===== src/rtl/mult_div_unit.sv =====
// Iterative WIDTH x WIDTH multiply / restoring divide, one bit per clock.
// Define MULT_DIV_SIGNED_EN to honour is_signed (two's-complement operands).
module mult_div_unit #(
    parameter int WIDTH = 32
) (
    input  logic             clock,
    input  logic             reset,
    input  logic             start,
    input  logic             op,
    input  logic             is_signed,
    input  logic [WIDTH-1:0] a,
    input  logic [WIDTH-1:0] b,
    output logic             busy,
    output logic             done,
    output logic             div_zero,
    output logic [WIDTH-1:0] hi,
    output logic [WIDTH-1:0] lo
);
    localparam int CW = $clog2(WIDTH + 1);

    typedef enum logic [1:0] {IDLE, CALC, FINISH} state_t;
    state_t state_q, state_d;

    logic [CW-1:0]    cnt;
    logic             op_q;
    logic [WIDTH-1:0] acc_hi, acc_lo, opb;
    logic [WIDTH-1:0] mag_a, mag_b;
    logic [WIDTH:0]   mul_sum;
    logic [WIDTH:0]   div_shift;
    logic             div_ge;
    logic [WIDTH-1:0] div_sub;
    logic [WIDTH-1:0] res_hi, res_lo;
    logic             div_by_zero;

`ifdef MULT_DIV_SIGNED_EN
    logic sgn_a, sgn_b, neg_a, neg_b;

    // Datapath works on magnitudes; signs are re-applied in FINISH.
    assign sgn_a = is_signed & a[WIDTH-1];
    assign sgn_b = is_signed & b[WIDTH-1];
    assign mag_a = sgn_a ? -a : a;
    assign mag_b = sgn_b ? -b : b;

    always_ff @(posedge clock or posedge reset) begin
        if (reset) begin
            neg_a <= 1'b0;
            neg_b <= 1'b0;
        end else if (state_q == IDLE && start) begin
            neg_a <= sgn_a;
            neg_b <= sgn_b;
        end
    end
`else
    logic unused_is_signed;

    assign unused_is_signed = is_signed;
    assign mag_a = a;
    assign mag_b = b;
`endif

    always_comb begin
        mul_sum     = {1'b0, acc_hi} + (acc_lo[0] ? {1'b0, opb} : '0);
        div_shift   = {acc_hi, acc_lo[WIDTH-1]};
        div_ge      = div_shift >= {1'b0, opb};
        div_sub     = div_shift[WIDTH-1:0] - opb;
        div_by_zero = op_q && (opb == '0);
        res_hi      = acc_hi;
        res_lo      = acc_lo;
`ifdef MULT_DIV_SIGNED_EN
        // Quotient takes the XOR of signs, remainder follows the dividend.
        if (!op_q) begin
            if (neg_a ^ neg_b) {res_hi, res_lo} = -{acc_hi, acc_lo};
        end else begin
            if (neg_a ^ neg_b) res_lo = -acc_lo;
            if (neg_a) res_hi = -acc_hi;
        end
`endif
    end

    always_ff @(posedge clock or posedge reset) begin
        if (reset) state_q <= IDLE;
        else       state_q <= state_d;
    end

    always_comb begin
        state_d = state_q;
        case (state_q)
            IDLE:    if (start) state_d = CALC;
            CALC:    if (div_by_zero || cnt == CW'(1)) state_d = FINISH;
            FINISH:  state_d = IDLE;
            default: state_d = IDLE;
        endcase
    end

    always_ff @(posedge clock or posedge reset) begin
        if (reset) begin
            busy     <= 1'b0;
            done     <= 1'b0;
            div_zero <= 1'b0;
            hi       <= '0;
            lo       <= '0;
            cnt      <= '0;
            op_q     <= 1'b0;
            acc_hi   <= '0;
            acc_lo   <= '0;
            opb      <= '0;
        end else begin
            case (state_q)
                IDLE: begin
                    done     <= 1'b0;
                    div_zero <= 1'b0;
                    if (start) begin
                        busy   <= 1'b1;
                        op_q   <= op;
                        acc_hi <= '0;
                        acc_lo <= mag_a;
                        opb    <= mag_b;
                        cnt    <= CW'(WIDTH);
                    end
                end
                CALC: begin
                    if (!div_by_zero) begin
                        cnt <= cnt - 1'b1;
                        if (!op_q) begin
                            acc_hi <= mul_sum[WIDTH:1];
                            acc_lo <= {mul_sum[0], acc_lo[WIDTH-1:1]};
                        end else if (div_ge) begin
                            acc_hi <= div_sub;
                            acc_lo <= {acc_lo[WIDTH-2:0], 1'b1};
                        end else begin
                            acc_hi <= div_shift[WIDTH-1:0];
                            acc_lo <= {acc_lo[WIDTH-2:0], 1'b0};
                        end
                    end
                end
                FINISH: begin
                    busy     <= 1'b0;
                    done     <= 1'b1;
                    div_zero <= div_by_zero;
                    if (!div_by_zero) begin
                        hi <= res_hi;
                        lo <= res_lo;
                    end
                end
                default: ;
            endcase
        end
    end
endmodule


===== config.mk =====
export PLATFORM = sky130hd
export DESIGN_NAME = mult_div_unit
export DESIGN_NICKNAME = d
export VERILOG_FILES = /design/src/rtl/mult_div_unit.sv
export SDC_FILE = /design/constraint.sdc
export NUM_CORES = 1
export LEC_CHECK = 0
export ABC_AREA = 1
export CAP_MARGIN = 40
export CORE_ASPECT_RATIO = 0.8
export CORE_MARGIN = 4
export CORE_UTILIZATION = 35
export DETAILED_ROUTE_END_ITERATION = 8
export PLACE_DENSITY_LB_ADDON = 0.08
export SYNTH_ARGS = -nofsm -noshare
export SYNTH_HDL_FRONTEND = slang
export SYNTH_SLANG_ARGS = --single-unit

===== constraint.sdc =====
create_clock -name clock -period 6.9 [get_ports clock]
set_input_delay 1.38 -clock clock [delete_from_list [all_inputs] [get_ports clock]]
set_output_delay 1.38 -clock clock [all_outputs]
set_load 0.01 [all_outputs]

=== Word-level counts from Yosys, hierarchy flattened ===
Cells that the tools add are included.

* Input port bits: 69
* Register bits: 172
* Logic and storage cells: 54
* Output and inout port bits: 67

* Reductions and logical operators: 11
* Equal/unequal tests: 6
* $add $sub $neg: 3
* Muxes and demuxes: 21
* Magnitude comparators: 1
* Bitwise logic cells: 1

{| class="wikitable"
|+ Operator list
! cell !! count
|-
| 32-bit two-way mux || 8
|-
| 32-bit case mux with 2 select lines || 2
|-
| 32-bit by 32-bit adder with 33-bit output || 1
|-
| 33-bit by 32-bit >= comparator with 1-bit output || 1
|-
| 32-bit logical NOT || 1
|-
| 32-bit subtractor || 1
|-
| 6-bit two-way mux || 2
|-
| 6-bit case mux with 2 select lines || 1
|-
| 2-bit AND reduction || 4
|-
| 6-bit by 1-bit equality test with 1-bit output, second input constant || 1
|-
| 2-bit != test, second input constant || 3
|-
| 1-bit case mux with 2 select lines || 3
|-
| 6-bit by 1-bit subtractor with 6-bit output, second input constant || 1
|-
| 2-bit two-way mux || 2
|-
| 2-bit case mux with 2 select lines || 1
|-
| 2-bit nonzero test || 2
|-
| 3-bit AND reduction || 1
|-
| 2-bit by 1-bit equality test with 1-bit output, second input constant || 1
|-
| 2-bit equality test, second input constant || 1
|-
| 2-bit logical NOT || 1
|-
| 1-bit two-way mux || 2
|-
| 1-bit logical AND || 1
|-
| 1-bit logical OR || 1
|-
| 1-bit inverter || 1
|}

=== Depth between registers and ports, before layout ===
Gate-level depths: netlist of the first run.

* Depth in word-level cells: 5
* Gate-level depth with buffers: 21
* Mapped depth without buffers: 19

=== Worst setup path after synthesis of the first run ===
OpenSTA, ideal clock, no wires.

* Path type: register to register
* Start: reg acc_lo[0]
* End: reg acc_hi[27]
* Library setup time: 116 ps
* Path slack: 4296 ps
* Period minus slack after synthesis: 2604 ps
* Buffers on the path: 2
* Cell stages (with the launch flop): 22
* Arrival time: 2487 ps
* Cells stage by stage: dfrtp_1 -> clkbuf_1 -> clkbuf_1 -> nand2_1 -> inv_1 -> ha_1 -> inv_1 -> fa_1 -> inv_1 -> nand3_1 -> nand3_1 -> nand2_1 -> nand2_1 -> nand2_1 -> nand2_1 -> nand2_1 -> nand3_1 -> nand2_1 -> nor2_1 -> nor2_1 -> nand2_1 -> nand2_1

* Cells in the longest elaborated chain, start to end: 5

{| class="wikitable"
|+ RTL lines
! what !! RTL line !! source
|-
| from (decl) || 26 || <nowiki>logic [WIDTH-1:0] acc_hi, acc_lo, opb;</nowiki>
|-
| from (signal assigned) || 116 || <nowiki>acc_lo <= mag_a;</nowiki>
|-
| from (signal assigned) || 126 || <nowiki>acc_lo <= {mul_sum[0], acc_lo[WIDTH-1:1]};</nowiki>
|-
| from (signal assigned) || 129 || <nowiki>acc_lo <= {acc_lo[WIDTH-2:0], 1'b1};</nowiki>
|-
| 32-bit two-way mux || 62 || <nowiki>mul_sum = {1'b0, acc_hi} + (acc_lo[0] ? {1'b0, opb} : '0);</nowiki>
|-
| 32-bit by 32-bit adder with 33-bit output || 62 ||
|-
| 32-bit two-way mux || 124 || <nowiki>if (!op_q) begin</nowiki>
|-
| 32-bit two-way mux || 122 || <nowiki>if (!div_by_zero) begin</nowiki>
|-
| 32-bit case mux with 2 select lines || 108 || <nowiki>case (state_q)</nowiki>
|-
| to (signal assigned) || 125 || <nowiki>acc_hi <= mul_sum[WIDTH:1];</nowiki>
|-
| to (signal assigned) || 128 || <nowiki>acc_hi <= div_sub;</nowiki>
|-
| to (signal assigned) || 131 || <nowiki>acc_hi <= div_shift[WIDTH-1:0];</nowiki>
|-
| to (decl) || 26 ||
|}

Every way passes these cells. The select of a mux whose other input is x is not followed.
A chain may end at the register's enable or synchronous reset.

=== Worst setup path in the final report of the first run ===
* Start: in start
* End: reg acc_lo[27]

* Cells in the longest elaborated chain, start to end: 2

{| class="wikitable"
|+ RTL lines
! what !! RTL line !! source
|-
| from (decl) || 8 || <nowiki>input logic start,</nowiki>
|-
| 2-bit != test (no line) || n/a ||
|-
| 3-bit AND reduction (no line) || n/a ||
|}

Every way passes these cells.

==> results of run 1 <==
==> sequential cells by signal, summed over array words and instances (netlist names) <==
signal	count
opb	32
acc_hi	32
state_q	2
done	1
busy	1
op_q	1
cnt	6
div_zero	1
acc_lo	32
hi	32
lo	32
==> worst max-delay path by stage <==
stage / from / end / slack, ns / depth (start not counted)
after floorplan: reset / acc_hi[0] / 0.86 / 1
final: start / acc_lo[27] / 3.31 / 8
after global routing: start / cnt[5] / 3.09 / 9
after CTS: start / acc_lo[27] / 3.30 / 8
after global placement: start / cnt[5] / 2.66 / 8
after detailed placement: start / acc_lo[27] / 2.83 / 8
==> metal layers <==
metal,share of wire,vias up,global-route usage
met5,0,-,0
met4,0.017,0,0.0518
met3,0.052,39,0.0365
met2,0.41,314,0.331
met1,0.52,5785,0.348
li1,-,6367,-
==> synthesized netlist by cell type, drive strengths merged (2+ instances only) <==
library cell / number / area, µm²
and2: 3 / 18.8
nand3: 106 / 536
dfrtp: 172 / 4300
mux2: 12 / 135
nand2: 711 / 2720
inv: 331 / 1240
nor3: 15 / 80.1
nand3b: 7 / 52.6
nor2: 127 / 523
or2: 4 / 25.0
clkinv: 3 / 11.3
buf: 30 / 201
ha: 66 / 826
nor4: 3 / 18.8
o21ai: 124 / 621
fa: 2 / 40.0
a21o: 2 / 15.0
xor2: 14 / 123
o211ai: 68 / 616
o21bai: 7 / 52.6
xnor2: 8 / 70.1
clkbuf: 28 / 105
nand4: 41 / 257
a21oi: 60 / 304
==> report_power, final <==
part / internal, mW / switching, mW / leakage [nW]
clock: 0.511 / 0.466 / 0.277
sequential: 1.01 / 0 / 2.21
combinational: 0.0339 / 0.0277 / 5.49
total: 1.55 / 0.494 / 7.98
==> worst reg2reg max path: cells and delay by family, from the launching register on <==
family / cells / cell delay [ns]
multiplexers: 1 / 0.38
flip-flops: 1 / 0.32
buffers and inverters: 2 / 0.85
AND/OR/NAND/NOR: 4 / 1.83
==> area by class of cell <==
cell class,count,share of cell area
well taps,480,0.0395
clock buffers,20,0.0293
inverters,334,0.0831
multi-input cells,1383,0.464
flip-flops and latches,172,0.283
repair buffers,144,0.0939
clock inverters,12,0.00740
==> cell families after synthesis <==
kind of cell / count (synthesis) / share of synthesized area
AND/OR/NAND/NOR: 1018 / 0.328
buffers and inverters: 392 / 0.121
AO/OA/AOI/OAI: 263 / 0.126
flip-flops: 172 / 0.333
adder cells (fa/ha/maj): 68 / 0.0670
XOR/XNOR: 22 / 0.0149
multiplexers: 12 / 0.0105
==> stage by stage <==
stage               total power, mW  std cells   util
floorplan                      1.04       1947      -
global placement               1.09       2512  0.405
finish                         2.05       2545  0.421
CTS                            2.07       2545  0.421
detailed placement             1.09       2513  0.406
global route                   2.11       2545  0.421
==> cells in the final DEF, fill, tap and decap left out, types with 8 or more instances in the layout <==
| master | instances |
|---|---|
| a21oi_1 | 59 |
| buf_4 | 9 |
| clkbuf_16 | 17 |
| clkdlybuf4s50_1 | 134 |
| dfrtp_1 | 172 |
| ha_1 | 66 |
| inv_1 | 318 |
| inv_2 | 11 |
| mux2_2 | 12 |
| nand2_1 | 702 |
| nand3_1 | 105 |
| nand4_1 | 41 |
| nor2_1 | 117 |
| nor3_1 | 14 |
| o211ai_1 | 47 |
| o211ai_2 | 21 |
| o21ai_0 | 118 |
| xnor2_1 | 8 |
| xor2_1 | 14 |
==> results.md, run 1 <==
- Area occupied by multi-input gates: 7060 µm²
- Die X: 223 µm
- Dpl hpwl: 35300 µm
- Crit path DAT: 3.95 ns
- Crit end category: register
- Starting density of the core: 0.357
- Crit path max fanout: 43
- Max transition margin: 0.436
- Crit path max-delay family: buffers and inverters
- Final ANT Viol Nets: 0
- Max Cap Viol: 0
- Worst Tran Pin Value: 0.846 ns
- Top_reg_cell synth: dfrtp_1
- Buffers on Ports: 134
- GRT Total Usage: 0.226
- # clock sinks: 172
- Tcrit/Tclk final: 0.521
- Max-slew violations: 0
- Yosys cell types: 44
- Fmax: 0.278 GHz
- Fin nets: 2189
- Internal reg-to-reg setup slack: 3.39 ns
- CTS H-tree depth: 4
- Drt total wl: 45400 µm
- Min-delay worst type: register to register
- Standard-cell rows: 62
- Clk slew on worst S/H paths: 0.06 ns
- Fillers: 3874
- Clk_lat worst skew: 0.46 ns
- R2r startpoint: op_q
- Area Overhead vs Synth: 17.8%
- Setup TNS: 0 ns
- Die Y: 180 µm
- Reg2reg end: hi[4]
- EDFF count, synth: 0
- Hold endpoint: busy
- CP max stage delay: 0.51 ns
- Initial DRC Count: 1092
- Hold Violations, Final: 0
- Pin count of the biggest net entering global routing: 109
- Crit-path cells: clkdlybuf4s50_1, nand2_1, clkinv_2, nor2_2, buf_4, inv_2, buf_12, o211ai_1
- Vias in the first global route: 12100
- Setup ws final: 3.31 ns
- CP required: 7.26 ns
- Io pins: 136
- # hold bufs at CTS: 0
- Root buffer cell: clkbuf_16
- Setup Fix Bufs, Post-CTS: 0
- Critical path startpoint category: input pin
- Grt total ovfl: 0
- Drt via density: 4.91
- Hold WS: 0.476 ns
- Final setup viols: 0
- Synthesized Nets: 2084
- TritonCTS Buffers: 17
- Setup Crit Path Kind: input pin to register
- Placed Area: 14700 µm²
- CP max stage cell: clkinv_2
- Core area: 36100 µm²
- Worst IR drop on VDD: 0.137 mV
- Min Clock Period, post-route: 3.59 ns
- Skew final: 0.0136 ns
- GP Congestion: 0.919
- Cell area after layout: 15200 µm²
- DR WL/cell: 17.9 µm
- PD cells: 134 nW/µm²
- RSZ-0062 raised after global routing: no
- Gate Count Post-Synth: 1947
- Initial antenna violation count: 0
- Post-synth ARST share: 1.00
- CTS max path bufs: 2
- DRC viols: 0
- Seq/Total Area, Yosys: 0.333
- Number of detailed-routing iterations run before antenna repair: 8
- Register area: 4300 µm²
- Post-cts gate resize count: 0
- Hold path start: busy
- Syn. warnings: 0
- Antenna diode count: 0
- TritonCTS clock tree: built
- Buf/Inv on CP: 5
- DP Worst Slack: 2.83 ns
- FF+latch count, synth: 172
- Hold path depth: 2
- Outcome: finished clean
- Layout cell share with drive strength beyond 1: 0.0547
- Post-Syn Area: 12900 µm²
- Leak Pwr: 7.98 nW
- Via count: 12500
- Full die area: 40100 µm²
- R2r worst-path depth: 7
- First-pass GRT wire length: 71600 µm
- Mean Syn Cell Area: 6.63 µm²
No activity file was read; power rests on OpenSTA's default activity.
==> inputs of run 2 (changes only) <==
- clock period: 6.9 -> 3.2 ns (I/O delays scaled with it)
==> run 2 against run 1 <==
Register-to-register slack lost 3.2 ns. Final cell count grew 1.2%. Clock skew shrank 0.00050 ns. Flip-flop and latch count is the same. Power grew 120%. Utilization grew 1.0 points. Non-clock buffer count grew 30. Die area is the same. Via count grew 1.9%. Wire length grew 1.6%. Sequential power grew 110%.
==> results.md, run 2 (synthesis results as in run 1) <==
- Setup Crit Path Kind: register to register
- Critical path startpoint category: register
- Max transition margin: 0.488 (+0.0523)
- Initial DRC Count: 911 (-17%)
- Commonest non-fill, non-tap cell in the layout: nand2_1
- Tcrit/Tclk final: 0.928
- CTS H-tree depth: 4 (unchanged)
- PD cells: 294 nW/µm² (+120%)
- Drt via density: 4.95 (+0.70%)
- CTS max path bufs: 2 (unchanged)
- Starting density of the core: 0.357 (unchanged)
- Setup TNS: 0 ns (unchanged)
- Max-slew violations: 0 (unchanged)
- Die X: 223 µm (unchanged)
- Fmax: 0.337 GHz
- TritonCTS clock tree: built
- Fin nets: 2219 (+1.4%)
- Buffers on Ports: 134 (unchanged)
- Skew final: 0.0131 ns (-0.000501 ns)
- M2 GR Usage: 0.333 (+0.00245)
- First-pass GRT wire length: 72800 µm (+1.6%)
- Full die area: 40100 µm² (unchanged)
- Setup Fix Bufs, Post-CTS: 0 (unchanged)
- RSZ-0062 raised after global routing: no
- Standard-cell rows: 62 (unchanged)
- Clk slew on worst S/H paths: 0.07 ns (about the same)
- GP Congestion: 0.953 (+3.7%)
- Layout cell share with drive strength beyond 1: 0.0692 (+0.0145)
- Min-delay worst type: register to register
- Cell area after layout: 15600 µm² (+2.4%)
- DRC viols: 0 (unchanged)
- Max Cap Viol: 0 (unchanged)
- Crit end category: register
- GRT Total Usage: 0.230 (+0.00371)
- Crit path max fanout: 19 (-56%)
- R2r worst-path depth: 13 (+6)
- Min Clock Period, post-route: 2.97 ns
- Initial antenna violation count: 0 (unchanged)
- Antenna diode count: 0 (unchanged)
- Grt total ovfl: 0 (unchanged)
- Area Overhead vs Synth: 20.7%
- Most frequent cells in the layout: 702 x nand2_1, 318 x inv_1, 171 x dfrtp_1, 134 x clkdlybuf4s50_1, 118 x o21ai_0
- Vias in the first global route: 12300 (+2.3%)
- Via count: 12700 (+1.9%)
- Pin count of the biggest net entering global routing: 58 (-47%)
- Outcome: finished clean
- Drt total wl: 46200 µm (+1.6%)
- Worst IR drop on VDD: 0.218 mV (+59%)
- GRT Max-Usage Layer: met1
- Clk_lat worst skew: 0.46 ns (about the same)
- GR met3 Demand/Resource: 0.0388 (+0.00228)
- Io pins: 136 (unchanged)
- # hold bufs at CTS: 0 (unchanged)
- Hold Violations, Final: 0 (unchanged)
- Root buffer cell: clkbuf_16
- Die Y: 180 µm (unchanged)
- Placed Area: 15000 µm² (+2.2%)
- Number of detailed-routing iterations run before antenna repair: 5 (-3)
- Core area: 36100 µm² (unchanged)
- CP required: 3.55 ns (-3.71 ns)
- TritonCTS Buffers: 17 (unchanged)
- Met1 global-route usage: 0.356 (+0.00801)
- Dpl hpwl: 36800 µm (+4.3%)
- Crit path DAT: 3.32 ns (-0.63 ns)
- Worst Tran Pin Value: 0.766 ns (-0.0801 ns)
- DR WL/cell: 17.9 µm (+0.44%)
- # clock sinks: 172 (unchanged)
- Final ANT Viol Nets: 0 (unchanged)
- Leak Pwr: 8.18 nW (+2.5%)
- Hold path depth: 2 (unchanged)
- Final setup viols: 0 (unchanged)
## run 2: cell count changes in the layout (fill, tap and decap cells not counted), sizes merged
cell,delta
buf,+30
clkinv,-3
bufinv,+2
clkbuf,-2
inv,+2
clkinvlp,+1
## run 2: where the power goes
group          leakage [nW]  internal, mW  switching (mW)
Combinational          5.67        0.0856          0.0625
Clock                 0.300          1.25            1.02
Sequential             2.21          2.17               0
## run 2: repair_timing
item / in CTS / in global routing
resized for setup: 0 / 1
hold endpoints to repair: 0 / 0
endpoints found under the setup margin: 0 / 1
## run 2: layout make-up
type	instances	area, µm²
Sequential cell	172	4310
Inverter	334	1260
Multi-Input combinational cell	1383	7060
Timing Repair Buffer	174	1750
Clock buffer	18	429
Clock inverter	14	183
Tap cell	480	601
Fill cell	3942	20600
## run 2: metrics by stage
| step | util | total power [mW] | hold slack, ns | std cells | worst slack [ns] |
|---|---|---|---|---|---|
| floorplan | - | 2.25 | 0.474 | 1947 | 0.363 |
| global route | 0.431 | 4.73 | 0.489 | 2575 | 0.0579 |
| detailed placement | 0.414 | 2.37 | 0.459 | 2543 | 0.331 |
| global placement | 0.413 | 2.37 | 0.457 | 2541 | 0.329 |
| CTS | 0.431 | 4.64 | 0.477 | 2575 | 0.301 |
| finish | 0.431 | 4.59 | 0.479 | 2575 | 0.231 |
## run 2: worst paths after layout
kind	from	endpoint	slack, ns
worst max-delay path	acc_hi[18]	acc_hi[8]	0.23
worst min-delay path	busy	busy	0.48
worst max register to register	acc_hi[18]	acc_hi[8]	0.23
worst min register to register	busy	busy	0.48
max in group asynchronous	reset	acc_lo[30]	1.86
min in group asynchronous	reset	lo[24]	0.67
## run 2: per-layer routing
layer / vias up / part of all wire
li1: 6440 / -
met4: 0 / 0.015
met3: 32 / 0.057
met1: 5933 / 0.51
met5: - / 0
met2: 336 / 0.41
## run 2: worst max-delay path, cell delays in order, from the launching register on
cell	delay (ns)
dfrtp_1	0.46
ha_1	0.40
nand2_1	0.18
nor2_1	0.11
nand2_1	0.11
nor2_2	0.05
nand2_1	0.16
nand2_2	0.09
nor2_4	0.35
nand2_8	0.22
nor2_8	0.41
nand2_1	0.11
o211ai_1	0.11
nand2_1	0.07
